**config.mk**
```make
export PLATFORM = sky130hd
export DESIGN_NAME = mem_port_arbiter
export DESIGN_NICKNAME = d
export VERILOG_FILES = /design/src/rtl/cpu_pkg.sv /design/src/rtl/mem_port_arbiter.sv
export SDC_FILE = /design/constraint.sdc
export NUM_CORES = 1
export LEC_CHECK = 0
export CORE_MARGIN = 2
export CORE_UTILIZATION = 40
export CTS_CLUSTER_SIZE = 30
export DETAILED_ROUTE_END_ITERATION = 8
export HOLD_SLACK_MARGIN = 0.05
export PLACE_DENSITY = 0.76
export SYNTH_ARGS = -nofsm -noshare
export SYNTH_HDL_FRONTEND = slang
export SYNTH_SLANG_ARGS = --single-unit
```
**constraint.sdc**
```tcl
create_clock -name clk -period 1.9 [get_ports clk]
set_input_delay 0.285 -clock clk [delete_from_list [all_inputs] [get_ports clk]]
set_output_delay 0.285 -clock clk [all_outputs]
set_load 0.1 [all_outputs]
```
**src/rtl/cpu_pkg.sv**
```systemverilog
// Shared CPU definitions: default bus widths, memory-port owner and arbiter state encodings.
package cpu_pkg;

   localparam int DEF_ADDR_W = 32;
   localparam int DEF_DATA_W = 32;

   typedef enum logic {
      OWN_IF = 1'b0,
      OWN_DM = 1'b1
   } owner_e;

   typedef enum logic [1:0] {
      IDLE   = 2'd0,
      ACCESS = 2'd1,
      RESP   = 2'd2
   } arb_state_e;

endpackage

```
**src/rtl/mem_port_arbiter.sv**
```systemverilog
// Single-port memory arbiter between instruction fetch and the MEM stage, with DM priority
// and a starvation guard that forces an IF grant after STARVE_MAX back-to-back DM grants.
module mem_port_arbiter
   import cpu_pkg::*;
#(
   parameter int ADDR_W     = DEF_ADDR_W,
   parameter int DATA_W     = DEF_DATA_W,
   parameter int MEM_LAT    = 2,
   parameter int STARVE_MAX = 4
) (
   input  logic              clk,
   input  logic              rst_n,
   input  logic              if_req,
   input  logic [ADDR_W-1:0] if_addr,
   output logic [DATA_W-1:0] if_rdata,
   output logic              if_ack,
   input  logic              dm_req,
   input  logic              dm_we,
   input  logic [ADDR_W-1:0] dm_addr,
   input  logic [DATA_W-1:0] dm_wdata,
   output logic [DATA_W-1:0] dm_rdata,
   output logic              dm_ack,
   output logic              mem_en,
   output logic              mem_we,
   output logic [ADDR_W-1:0] mem_addr,
   output logic [DATA_W-1:0] mem_wdata,
   input  logic [DATA_W-1:0] mem_rdata,
   output logic              stall_if,
   output logic              stall_mem,
   output logic              busy
);

   localparam int CNT_W = $clog2(MEM_LAT + 1);
   localparam int STV_W = $clog2(STARVE_MAX + 1);
   localparam logic [CNT_W-1:0] CNT_INIT = CNT_W'(MEM_LAT - 1);
   localparam logic [STV_W-1:0] STV_MAX  = STV_W'(STARVE_MAX);

   arb_state_e        state_q,   state_d;
   owner_e            owner_q,   owner_d;
   logic [ADDR_W-1:0] addr_q,    addr_d;
   logic [DATA_W-1:0] wdata_q,   wdata_d;
   logic              we_q,      we_d;
   logic [CNT_W-1:0]  cnt_q,     cnt_d;
   logic [STV_W-1:0]  starve_q,  starve_d;
   logic [DATA_W-1:0] ifRdata_q, ifRdata_d;
   logic [DATA_W-1:0] dmRdata_q, dmRdata_d;
   logic              ifAck_q,   ifAck_d;
   logic              dmAck_q,   dmAck_d;
   logic              grantIf;
   logic              inAccess;

   // IF wins only when DM is idle or IF has waited through STARVE_MAX DM grants.
   assign grantIf = if_req & (~dm_req | (starve_q == STV_MAX));

   always_ff @(posedge clk or negedge rst_n) begin
      if (!rst_n) begin
         state_q   <= IDLE;
         owner_q   <= OWN_IF;
         addr_q    <= '0;
         wdata_q   <= '0;
         we_q      <= 1'b0;
         cnt_q     <= '0;
         starve_q  <= '0;
         ifRdata_q <= '0;
         dmRdata_q <= '0;
         ifAck_q   <= 1'b0;
         dmAck_q   <= 1'b0;
      end else begin
         state_q   <= state_d;
         owner_q   <= owner_d;
         addr_q    <= addr_d;
         wdata_q   <= wdata_d;
         we_q      <= we_d;
         cnt_q     <= cnt_d;
         starve_q  <= starve_d;
         ifRdata_q <= ifRdata_d;
         dmRdata_q <= dmRdata_d;
         ifAck_q   <= ifAck_d;
         dmAck_q   <= dmAck_d;
      end
   end

   always_comb begin
      state_d   = state_q;
      owner_d   = owner_q;
      addr_d    = addr_q;
      wdata_d   = wdata_q;
      we_d      = we_q;
      cnt_d     = cnt_q;
      ifRdata_d = ifRdata_q;
      dmRdata_d = dmRdata_q;
      ifAck_d   = 1'b0;
      dmAck_d   = 1'b0;
      case (state_q)
         IDLE: begin
            if (if_req || dm_req) begin
               state_d = ACCESS;
               cnt_d   = CNT_INIT;
               if (grantIf) begin
                  owner_d = OWN_IF;
                  addr_d  = if_addr;
                  wdata_d = '0;
                  we_d    = 1'b0;
               end else begin
                  owner_d = OWN_DM;
                  addr_d  = dm_addr;
                  wdata_d = dm_wdata;
                  we_d    = dm_we;
               end
            end
         end
         ACCESS: begin
            if (cnt_q != '0) begin
               cnt_d = cnt_q - 1'b1;
            end else begin
               state_d = RESP;
               if (owner_q == OWN_IF) begin
                  ifAck_d = 1'b1;
                  if (!we_q) ifRdata_d = mem_rdata;
               end else begin
                  dmAck_d = 1'b1;
                  if (!we_q) dmRdata_d = mem_rdata;
               end
            end
         end
         RESP:    state_d = IDLE;
         default: state_d = IDLE;
      endcase
   end

   // Starvation counts DM grants taken while IF waits; any cycle without if_req clears it.
   always_comb begin
      starve_d = starve_q;
      if (!if_req) begin
         starve_d = '0;
      end else if (state_q == IDLE) begin
         if (grantIf) begin
            starve_d = '0;
         end else if (starve_q != STV_MAX) begin
            starve_d = starve_q + 1'b1;
         end
      end
   end

   assign inAccess  = (state_q == ACCESS);
   assign mem_en    = inAccess;
   assign mem_we    = inAccess & we_q & (owner_q == OWN_DM);
   assign mem_addr  = inAccess ? addr_q  : '0;
   assign mem_wdata = inAccess ? wdata_q : '0;

   assign if_rdata  = ifRdata_q;
   assign dm_rdata  = dmRdata_q;
   assign if_ack    = ifAck_q;
   assign dm_ack    = dmAck_q;
   assign stall_if  = if_req & ~ifAck_q;
   assign stall_mem = dm_req & ~dmAck_q;
   assign busy      = (state_q != IDLE);

endmodule

```
==> flow_summary.yaml <==
status:
  status: "finished, final reports clean"
cts:
  cts_tree: "done"
  clockRootBuffer: "clkbuf_16"
  cts_sinks: 139
  cts_max_level: 4
  clock_path_buffers: 2
  clk_pin_slew_ps: 60
  clkLatencyLatePin_ps: 410
  cts_buffers: 17
sta:
  maxSlewViolCount: 0
  skew_ps: 11.0
  grt_setup_unrepaired: "true"
  setup_slack_ps: 10.7
  max_freq_mhz: 529
  slew-limit-headroom_pct: 71.9
  fin_crit_ps: 1890
  tightestPinTransition_ps: 422
  finalHoldViolCount: 0
  setup-tns-final_ps: 0
  finalSetupViolCount: 0
  fin_crit_sh_pct: 99.4
  holdWs_ps: 226
final_layout:
  drive_gt1_share_pct: 40.2
  nets: 958
  stdcell_count: 1046
  layout_commonest_cell: "dfrtp_1"
  diodes: 0
  final_cell_mix: "dfrtp_1 (137), clkdlybuf4s50_1 (131), buf_12 (82)"
  syn_to_final_growth_pct: 71.8
drt:
  drtIter0Drc: 302
  drc: 0
  drt_wl_total_microns: 20600
  routedWlPerCell_microns: 19.7
  postRouteAntennaNets: 0
  viasPerCell: 5.39
  first_pass_iters: 5
  vias: 5639
die:
  initial_core_util_pct: 41.2
  num_rows: 45
  die_height_microns: 130
  coreArea_sq_um: 15300
  design.die.area_sq_um: 16800
  ios: 268
  die_w_microns: 130
logic_synthesis:
  synth.avg_cell_area_sq_um: 11.3
  syn-cell-area_sq_um: 6300
  synth_warnings: 0
  synth_cell_types: 35
  ys_ff_latch: 139
  synth_nets: 695
  ys_seq_area_share_pct: 55.2
  synthCells: 559
global_routing:
  grt_pass1_wl_microns: 31500
  antenna_found_initial: 0
  grt_pass1_vias: 5911
  grt_overflow: 0
  grt_max_degree: 77
  grtUsageTotal_pct: 24.2
worst_setup_path:
  critPathLaunchType: "register"
  cp-end-kind: "primary output"
  critPathMaxFanout: 8
  crit_type: "register to primary output"
  cp.required_ps: 1620
  worstPathArrival_ps: 1600
place:
  routabilityCongestion: 0.856
  io_buffers: 267
  dp_hpwl_microns: 14200
  post-place-cells: 1003
  dpl_worst_slack_ps: 53.1
run:
  maxCapViolations: 0
worst_hold_path:
  hold_path_class: "input port to async pin"
[worst max-delay path, cell delays in order, from the launching register on]
cell and delay (ps):
dfrtp_2 400, nand2b_4 180, inv_8 110, clkbuf_16 160, and2_2 160, buf_12 170
[path summary, 6_finish.rpt]
path / end / slack (ps) / start / cells past startpoint
max in group asynchronous: state_q[0] / 1050 / rst_n / 3
hold / removal: addr_q[4] / 230 / rst_n / 2
min in group clk: wdata_q[20] / 440 / dm_wdata[20] / 3
hold reg to reg: wdata_q[20] / 480 / wdata_q[20] / 1
setup / recovery: mem_wdata[12] / 10 / state_q[1] / 5
setup reg to reg: dm_rdata[9] / 100 / cnt_q[0] / 7
[per-stage QoR]
step	util, %	instance area, sq um
after floorplan	-	6520
after global placement	65.5	10000
after detailed placement	65.5	10000
after CTS	69.8	10700
after global routing	70.7	10800
final	70.7	10800
[kinds of logic (layout without fill, tap and decap cells)]
family	Yosys count	after routing	synth area share, %
AO/OA/AOI/OAI	75	75	10.1
adder cells (fa/ha/maj)	3	3	0.596
buffers and inverters	93	369	6.47
flip-flops	139	139	55.2
multiplexers	65	65	11.6
AND/OR/NAND/NOR	184	184	16.0
[layout make-up]
cell class / instances / area (sq um)
clock inverters: 14 / 145
multi-input cells: 327 / 2680
repair buffers: 297 / 3670
well taps: 211 / 264
flip-flops and latches: 139 / 3480
inverters: 40 / 158
clock buffers: 18 / 429
fillers: 1095 / 4490
[per-layer routing]
metal | part of all wire, % | global-route usage, % | vias to the layer above
met1 | 38 | 29.3 | 2799
met2 | 50 | 41.3 | 282
met4 | 1.6 | 6.70 | 0
met5 | 0 | 0 | -
met3 | 9.5 | 8.59 | 27
li1 | - | - | 2531
[cell usage after synthesis]
cell type	n	area [sq um]
a21o_1	1	7.51
nand4_1	32	200
a21boi_0	4	30.0
buf_6	3	33.8
nor3b_4	1	18.8
o221ai_1	32	280
nand3_1	67	335
clkbuf_1	29	109
o2bb2ai_1	33	289
buf_2	13	65.1
nor3_4	1	16.3
o21ai_0	1	5.00
nand2_1	4	15.0
nand2b_1	1	6.26
ha_1	3	37.5
nor2b_1	3	18.8
buf_4	5	37.5
clkbuf_2	1	5.00
dfrtp_1	139	3480
mux2i_1	1	10.0
mux2_2	62	698
nor3b_1	1	7.51
nand3b_4	1	20.0
a21oi_1	3	15.0
nor3_1	1	5.00
or2_1	1	6.26
inv_1	39	146
and2_1	34	213
and3_1	2	12.5
a21bo_1	1	10.0
buf_1	2	7.51
mux2_1	2	22.5
nor4b_1	1	8.76
inv_2	1	3.75
nor2_1	34	128
[sequential cells by signal, summed over array words and instances (netlist names)]
| signal | cells |
|---|---|
| if_rdata | 32 |
| starve_q | 3 |
| owner_q | 1 |
| we_q | 1 |
| cnt_q | 2 |
| wdata_q | 32 |
| dm_rdata | 32 |
| state_q | 2 |
| if_ack | 1 |
| dm_ack | 1 |
| addr_q | 32 |
[what timing repair did]
item	in CTS	in global routing
endpoints found under the setup margin	66	78
hold endpoints to repair	139	0
resized for setup	15	10
gates cloned	1	4
buffers inserted	2	3
hold buffers	1	0
pin swaps	0	3
Power is left out: the tool's default activity adds up to more than one toggle a clock period on the data nets, which glitch-free logic cannot reach.
